**config.mk**
```make
export PLATFORM = sky130hd
export DESIGN_NAME = jtframe_dump_trigger
export DESIGN_NICKNAME = d
export VERILOG_FILES = /design/src/rtl/jtframe_dump_trigger.sv
export SDC_FILE = /design/constraint.sdc
export NUM_CORES = 1
export LEC_CHECK = 0
export BUFFER_PORTS_ARGS = -buffer_cell sky130_fd_sc_hd__buf_2
export CAP_MARGIN = 25
export CELL_PAD_IN_SITES_DETAIL_PLACEMENT = 0
export CELL_PAD_IN_SITES_GLOBAL_PLACEMENT = 1
export CORE_MARGIN = 2
export CORE_UTILIZATION = 25
export DETAILED_ROUTE_END_ITERATION = 8
export PLACE_DENSITY_LB_ADDON = 0.2
export SLEW_MARGIN = 20
export SYNTH_ARGS = -nofsm -noshare
export SYNTH_HDL_FRONTEND = slang
export SYNTH_SLANG_ARGS = --single-unit
```
**constraint.sdc**
```tcl
create_clock -name clk -period 4.61 [get_ports clk]
set_input_delay 0 -clock clk [delete_from_list [all_inputs] [get_ports clk]]
set_output_delay 0 -clock clk [all_outputs]
set_load 0.03 [all_outputs]
```
**src/rtl/jtframe_dump_trigger.sv**
```systemverilog
// Frame counter and dump window sequencer for the simulation dump block.
// Turns VS falls and the ROM download flag into frame/window strobes.
module jtframe_dump_trigger #(
  parameter int unsigned LOADROM     = 0,
  parameter logic [31:0] DUMP_START  = 32'd0,
  parameter logic [31:0] DUMP_FRAMES = 32'd0,
  parameter logic [31:0] MAX_FRAMES  = 32'd0
) (
  input  logic        clk,
  input  logic        rst,
  input  logic        vs,
  input  logic        downloading,
  output logic [31:0] frame_cnt,
  output logic        vs_fall,
  output logic        dump_on,
  output logic        dump_off,
  output logic        dumping,
  output logic        sim_done
);

  localparam logic [1:0] WAIT_DL    = 2'd0;
  localparam logic [1:0] WAIT_START = 2'd1;
  localparam logic [1:0] DUMPING    = 2'd2;
  localparam logic [1:0] STOPPED    = 2'd3;

  localparam logic [1:0] IDLE_ST =
    (LOADROM != 0) ? WAIT_DL : WAIT_START;

  localparam logic START_ZERO = (DUMP_START == 32'd0);
  localparam logic STOP_EN    = (DUMP_FRAMES != 32'd0);
  localparam logic DONE_EN    = (MAX_FRAMES != 32'd0);

  logic        vs_l;
  logic        dl_l;
  logic        fall;
  logic        dl_rise;
  logic        dl_end;
  logic        cnt_ev;
  logic        start_hit;
  logic [31:0] frame_nxt;
  logic [1:0]  state;
  logic [1:0]  state_nxt;
  logic        on_nxt;
  logic        off_nxt;
  logic [31:0] win_cnt;
  logic [31:0] win_nxt;
  logic [31:0] win_inc;

  // Previous-cycle copies of vs and downloading for edge detection
  always_ff @(posedge clk or posedge rst) begin
    if (rst) begin
      vs_l <= 1'b1;
      dl_l <= 1'b0;
    end else begin
      vs_l <= vs;
      dl_l <= downloading;
    end
  end

  // Edge strobes; a fall during a download is never counted
  always_comb begin
    fall    = vs_l & ~vs;
    dl_rise = ~dl_l & downloading;
    dl_end  = dl_l & ~downloading;
    cnt_ev  = fall & ~downloading;
  end

  // Next frame count: cleared while downloading, saturating increment
  always_comb begin
    frame_nxt = frame_cnt;
    if (downloading) begin
      frame_nxt = 32'd0;
    end else if (fall && frame_cnt != 32'hFFFF_FFFF) begin
      frame_nxt = frame_cnt + 32'd1;
    end
  end

  // Window progress counter, saturating so it can never wrap to a match
  always_comb begin
    win_inc = win_cnt;
    if (win_cnt != 32'hFFFF_FFFF) begin
      win_inc = win_cnt + 32'd1;
    end
  end

  // A counted fall landing exactly on the start frame
  always_comb begin
    start_hit = cnt_ev && (frame_nxt == DUMP_START);
  end

  // Frame counter and per-frame pulse
  always_ff @(posedge clk or posedge rst) begin
    if (rst) begin
      frame_cnt <= 32'd0;
      vs_fall   <= 1'b0;
    end else begin
      frame_cnt <= frame_nxt;
      vs_fall   <= cnt_ev;
    end
  end

  // Window sequencer: a new download always restarts the sequence
  always_comb begin
    state_nxt = state;
    on_nxt    = 1'b0;
    off_nxt   = 1'b0;
    win_nxt   = win_cnt;
    unique case (state)
      WAIT_DL: begin
        if (dl_end) begin
          if (START_ZERO || start_hit) begin
            state_nxt = DUMPING;
            on_nxt    = 1'b1;
            win_nxt   = 32'd0;
          end else begin
            state_nxt = WAIT_START;
          end
        end
      end
      WAIT_START: begin
        if (dl_rise) begin
          state_nxt = IDLE_ST;
        end else if ((START_ZERO && !downloading)
                     || start_hit) begin
          state_nxt = DUMPING;
          on_nxt    = 1'b1;
          win_nxt   = 32'd0;
        end
      end
      DUMPING: begin
        if (dl_rise) begin
          state_nxt = IDLE_ST;
          off_nxt   = 1'b1;
        end else if (cnt_ev) begin
          win_nxt = win_inc;
          if (STOP_EN && win_inc == DUMP_FRAMES) begin
            state_nxt = STOPPED;
            off_nxt   = 1'b1;
          end
        end
      end
      STOPPED: begin
        if (dl_rise) begin
          state_nxt = IDLE_ST;
        end
      end
      default: begin
        state_nxt = IDLE_ST;
      end
    endcase
  end

  // Sequencer registers and window strobes
  always_ff @(posedge clk or posedge rst) begin
    if (rst) begin
      state    <= IDLE_ST;
      win_cnt  <= 32'd0;
      dump_on  <= 1'b0;
      dump_off <= 1'b0;
      dumping  <= 1'b0;
    end else begin
      state    <= state_nxt;
      win_cnt  <= win_nxt;
      dump_on  <= on_nxt;
      dump_off <= off_nxt;
      dumping  <= (state_nxt == DUMPING);
    end
  end

  // Sticky end-of-run request
  always_ff @(posedge clk or posedge rst) begin
    if (rst) begin
      sim_done <= 1'b0;
    end else if (DONE_EN && frame_nxt == MAX_FRAMES) begin
      sim_done <= 1'b1;
    end
  end

endmodule

```
# Word-level counts from Yosys, hierarchy flattened
# Index checks and enable logic that the tools add are counted.
[classes]
n_mux = 13
addsub = 1
bitwise_logic = 7
n_reduce_logical = 7
eq_ne = 5
[ops]
columns = ["cell", "count"]
rows = [
  ["$mux W32", 2],
  ["$add A32 B1 Y32 const B", 1],
  ["$logic_not A32 Y1", 1],
  ["$ne A32 B32 Y1 const B", 1],
  ["$mux W2", 4],
  ["$eq A2 B2 Y1 const B", 3],
  ["$pmux W2 S3", 1],
  ["$mux W1", 5],
  ["$and A1 B1 Y1", 4],
  ["$not A1 Y1", 3],
  ["$eq A2 B1 Y1 const B", 1],
  ["$logic_and A1 B1 Y1", 2],
  ["$logic_not A2 Y1", 1],
  ["$pmux W1 S2", 1],
  ["$reduce_or A2 Y1", 1],
  ["$logic_not A1 Y1", 1],
  ["$logic_or A1 B1 Y1", 1],
]
[totals]
output_inout_bits = 37
input_bits = 4
elab_cells = 41
reg_bits = 40

# Longest topological paths before layout
[logic_depth]
depth_word = 12
ltp_mapped = 7

# Least setup slack after synthesis
# OpenSTA, ideal clock, no wires.
[synth_path]
kind = "register to register"
startpoint = "register frame_cnt[8]"
endpoint = "register frame_cnt[11]"
t_required_ns = 4.483
stages_incl_launch_ff = 6
arrival_ns = 2.191
period_less_slack_ns = 2.319
path_buffers = 0
setup_slack_ns = 2.291
cell_sequence = "dfrtp_1 > nand4_4 > or4_4 > or4_4 > nand3_1 > mux2_1"
[synth_between]
elab_chain_len = 4
word_cells_on_any_way = 5
classes_between = "add/sub (1); eq/ne (1); mux (2); reduce/logical (1)"
[synth_lines]
columns = ["item", "line", "source"]
rows = [
  ["start: declaration", "13", "output logic [31:0] frame_cnt,"],
  ["start signal: assignment", "97", "frame_cnt <= frame_nxt;"],
  ["branches (longest 2 deep; another with $add A32 B1 Y32)", "n/a", ""],
  ["$mux W32 *", "73", "end else if (fall && frame_cnt != 32'hFFFF_FFFF) begin"],
  ["$mux W32 *", "71", "if (downloading) begin"],
  ["net frame_nxt[11]", "40", "logic [31:0] frame_nxt;"],
]
# Mark *: on every way through the listed nets, which the timed path passes.

# Worst setup path after layout
[layout_path]
startpoint = "register vs_l"
endpoint = "register frame_cnt[26]"
[layout_between]
elab_chain_len = 4
[layout_lines]
columns = ["item", "line", "source"]
rows = [
  ["start: declaration", "33", "logic vs_l;"],
  ["start signal: assignment", "55", "vs_l <= vs;"],
  ["$and A1 B1 Y1", "62", "fall = vs_l & ~vs;"],
  ["$logic_and A1 B1 Y1", "73", ""],
  ["$mux W32", "73", ""],
  ["$mux W32", "71", ""],
  ["net frame_nxt[26]", "40", ""],
]
# The timed path passes the listed nets, and every way through them passes these cells.

==> results.txt <==
----------------------------------------------------
[Floorplanning]
  DIE HEIGHT ... 96.38 um
  Number of ports placed on the die boundary ... ~40
  Die Span X ... 96.38 um
  Placement Rows ... 33
  Area of the die ... slightly above 0.009 mm2
  Core area ... just over 0.008 mm2
  Initial Util ... 0.2583

[Min path]
  Classification of the worst-slack hold path ... in -> reg
  Number of stages on the worst hold path ... 1
  Origin of the worst min-delay path ... downloading
  Endpoint of the worst hold path ... dl_l$_DFF_PP0_

[Critical path]
  Worst-case register-to-register setup slack ... 2.10 ns
  Number of cells traversed by the worst register-to-register path ... 5
  CP Launch Point ... vs_l$_DFF_PP1_
  Critical setup path kind ... reg -> reg
  Arrival time worst endpoint ... 2.73 ns
  Startpoint of the most critical register-to-register path ... vs_l$_DFF_PP1_
  Reg-to-reg endpoint ... frame_cnt[26]$_DFF_PP0_
  Endpoint required time on the critical path ... 4.83 ns
  Worst Setup End Kind ... flip-flop
  Worst Path Max Fanout ... 20
  Startpoint types ... flip-flop

[STA]
  Post-route clock period utilization ... 0.5446
  Final setup slack of the worst path ... 2.099 ns
  Worst Skew ... ~0.008 ns
  Slew at the pin with the worst max-slew slack ... 0.8225 ns
  Final Hold Vio Count ... 0
  RSZ-0062 raised after global routing ... no
  Total negative setup slack ... 0 ns
  Maximum operating frequency ... about 0.4 GHz
  Fin crit period ... about 2.5 ns
  Max-slew headroom ... 0.4517
  Number of max-slew violations in the final report ... 0
  # setup viols final ... 0

[Final layout]
  Number of standard cells in the layout, taps in and fillers out ... 370
  Layout cells sized above 1 ... 0.2415
  Most common library cell in the layout ignoring fill and taps ... sky130_fd_sc_hd__buf_2
  Area of the multi-input gates ... 0.001047 mm2
  Filler Cell Count ... 906
  Number of antenna cells inserted ... 0
  Total number of nets in the final design ... 269
  Area growth from synthesis to layout ... 20.23%
  Register area ... 0.001003 mm2
  Final core occ ... 0.3106
  Commonest non-fill, non-tap cells in the layout ... sky130_fd_sc_hd__buf_2, sky130_fd_sc_hd__dfrtp_1, sky130_fd_sc_hd__a21oi_1

[Power]
  Power density over the cells ... 285.8 mW/mm2
  Static Leak ... 1.129 nW
  Total power ... 0.7331 mW
  Max VDD drop ... just under 0.1 mV
  Switching fraction of total power ... 0.2325
  Combinational power share ... 0.063
  Power share of the sequential group ... 0.498
  Internal Power ... 0.5627 mW
  Clock share of power ... 0.439
  Psw ... 0.1704 mW

[Synthesis]
  Cell area after synthesis ... 0.002133 mm2
  Average size of a mapped cell ... 9.481 um2
  Count of different cell masters after synthesis ... 42
  Seq/Total Area, Yosys ... 0.4704
  Gate count of the mapped netlist ... 225
  Synth warn ... 1
  Post-Synthesis Net Count ... 230
  Flip-flop and latch count after synthesis ... 40

[Detailed routing]
  Count of antenna-violating nets left after detailed routing ... 0
  Remaining design rule violation count ... 0
  Iter 0 DRT Violations ... between 60 and 70
  Average detailed-routed wire length per instance ... 14.80 um
  Vias per Instance ... 5.051
  DR vias ... roughly 1900
  Final wirelength ... 5.475 mm
  DRT Pass-1 Iters ... 4

[Placement]
  Final weighted congestion of routability-driven global placement ... about 0.74
  Post-place setup slack ... around 2.1 ns
  Total half-perimeter wirelength after legalization and detailed placement ... 3.668 mm
  Number of buffer cells added on primary ports ... 39
  Instance count after placement with tap cells included ... 360

[CTS]
  TritonCTS clock tree ... done
  Number of buffers inserted during clock tree synthesis ... 5
  Resized cells post-CTS ... 0
  Clock Tree Root ... sky130_fd_sc_hd__clkbuf_8
  Number of levels the H-tree was split into ... 2
  Post-CTS Hold Fix Bufs ... 2
  Clock insertion delay at the later pin of the skew report ... 0.30 ns
  Clk buf depth ... 2
  Worst-path clk slew ... 0.08 ns
  Count of buffers added by post-CTS timing repair for setup ... 0
  TritonCTS sink count ... 40

[GRT]
  Via count of the first global-routing pass ... 1777
  Congestion Overflow GR ... 0
  Maximum number of pins on one net before global-route repair ... 45
  First-pass GRT wire length ... just over 9 mm
  Total global routing track utilization ... 0.1295
  Antenna violations before repair ... 0

[Outcome]
  Run status ... completed

[Flow run]
  Number of max-cap violations ... 0

----------------------------------------------------
## state kept, by name, summed over array words and instances, names as in the netlist
name,cells
frame_cnt,32
dump_on,1
dl_l,1
vs_fall,1
dumping,1
dump_off,1
state,2
vs_l,1
## routing by layer
| layer | share of wire | vias up | global-route usage |
|---|---|---|---|
| met3 | 0.042 | 4 | 0.02870 |
| li1 | - | 914 | - |
| met4 | 0.013 | 0 | 0.03521 |
| met2 | 0.45 | 35 | 0.2025 |
| met5 | 0 | - | 0 |
| met1 | 0.49 | 916 | 0.1808 |
## layout make-up
type | count | share of cell area
multi-input cells | 168 | 0.4083
clock inverters | 1 | 0.01171
clock buffers | 7 | 0.03756
repair buffers | 43 | 0.09122
inverters | 6 | 0.008780
flip-flops and latches | 40 | 0.3912
well taps | 105 | 0.05122
## power by group through the flow
| stage | Clock (mW) | Combinational, mW | Sequential [mW] |
|---|---|---|---|
| after floorplan | 0 | 0.0240 | 0.380 |
| after global placement | 0 | 0.0464 | 0.372 |
| after detailed placement | 0 | 0.0465 | 0.372 |
| after CTS | 0.332 | 0.0477 | 0.365 |
| after global routing | 0.347 | 0.0523 | 0.366 |
| final | 0.322 | 0.0461 | 0.365 |
## worst max path at each step
stage	depth (start not counted)	endpoint	slack, ns
2_1_floorplan	5	frame_cnt[11]$_DFF_PP0_	2.29
3_3_place_gp	5	frame_cnt[31]$_DFF_PP0_	1.91
3_5_place_dp	5	frame_cnt[26]$_DFF_PP0_	2.10
4_1_cts	5	frame_cnt[26]$_DFF_PP0_	2.09
5_1_grt	5	frame_cnt[26]$_DFF_PP0_	1.93
6_report	5	frame_cnt[26]$_DFF_PP0_	2.10
## critical path, cell delays in order (launching register included)
cell                       delay (ns)
sky130_fd_sc_hd__dfstp_2         0.53
sky130_fd_sc_hd__nand2b_1        0.41
sky130_fd_sc_hd__nor2_1          0.45
sky130_fd_sc_hd__o211ai_1        0.39
sky130_fd_sc_hd__or4_1           0.51
sky130_fd_sc_hd__a21oi_1         0.14
## per-stage QoR
stage	hold WS [ns]	cell area, um2
floorplan	0.004478	2133
global placement	0.1276	2407
detailed placement	0.1289	2419
CTS	0.2636	2565
global route	0.2955	2565
finish	0.2571	2565
## cell usage after synthesis (all sizes together)
| master | instances | area (um2) |
|---|---|---|
| and3 | 1 | 6.260 |
| o31a | 1 | 8.760 |
| or2 | 4 | 25.02 |
| nand2 | 15 | 56.30 |
| nor3 | 8 | 45.04 |
| a211o | 2 | 17.52 |
| nor4 | 4 | 55.05 |
| dfrtp | 38 | 950.9 |
| o21ai | 12 | 60.06 |
| nor2 | 21 | 78.83 |
| nand3 | 11 | 55.05 |
| a311oi | 1 | 8.760 |
| nor2b | 4 | 25.02 |
| dfstp | 2 | 52.55 |
| ha | 1 | 12.51 |
| or4 | 14 | 112.6 |
| nand3b | 1 | 11.26 |
| conb | 1 | 3.750 |
| o21ba | 1 | 10.01 |
| o31ai | 12 | 103.9 |
| or3 | 11 | 68.82 |
| buf | 5 | 37.54 |
| inv | 6 | 22.52 |
| nand4b | 1 | 8.760 |
| clkbuf | 6 | 22.52 |
| xnor2 | 1 | 8.760 |
| nand4 | 10 | 77.57 |
| xor2 | 2 | 17.52 |
| mux2 | 2 | 26.27 |
| nand2b | 2 | 12.51 |
| o211ai | 1 | 7.510 |
| o311ai | 1 | 8.760 |
| a21oi | 23 | 115.1 |
## cell families (layout without fill, tap and decap cells)
| logic type | count (synthesis) | after routing | share of synthesized area |
|---|---|---|---|
| buf+inv | 17 | 57 | 0.03871 |
| flops | 40 | 40 | 0.4704 |
| simple gates | 107 | 107 | 0.2991 |
| other cells | 1 | 1 | 0.001758 |
| mux | 2 | 2 | 0.01231 |
| fa+ha+maj | 1 | 1 | 0.005864 |
| compound gates | 54 | 54 | 0.1595 |
| xor+xnor | 3 | 3 | 0.01232 |
No activity file was read; power rests on OpenSTA's default activity.
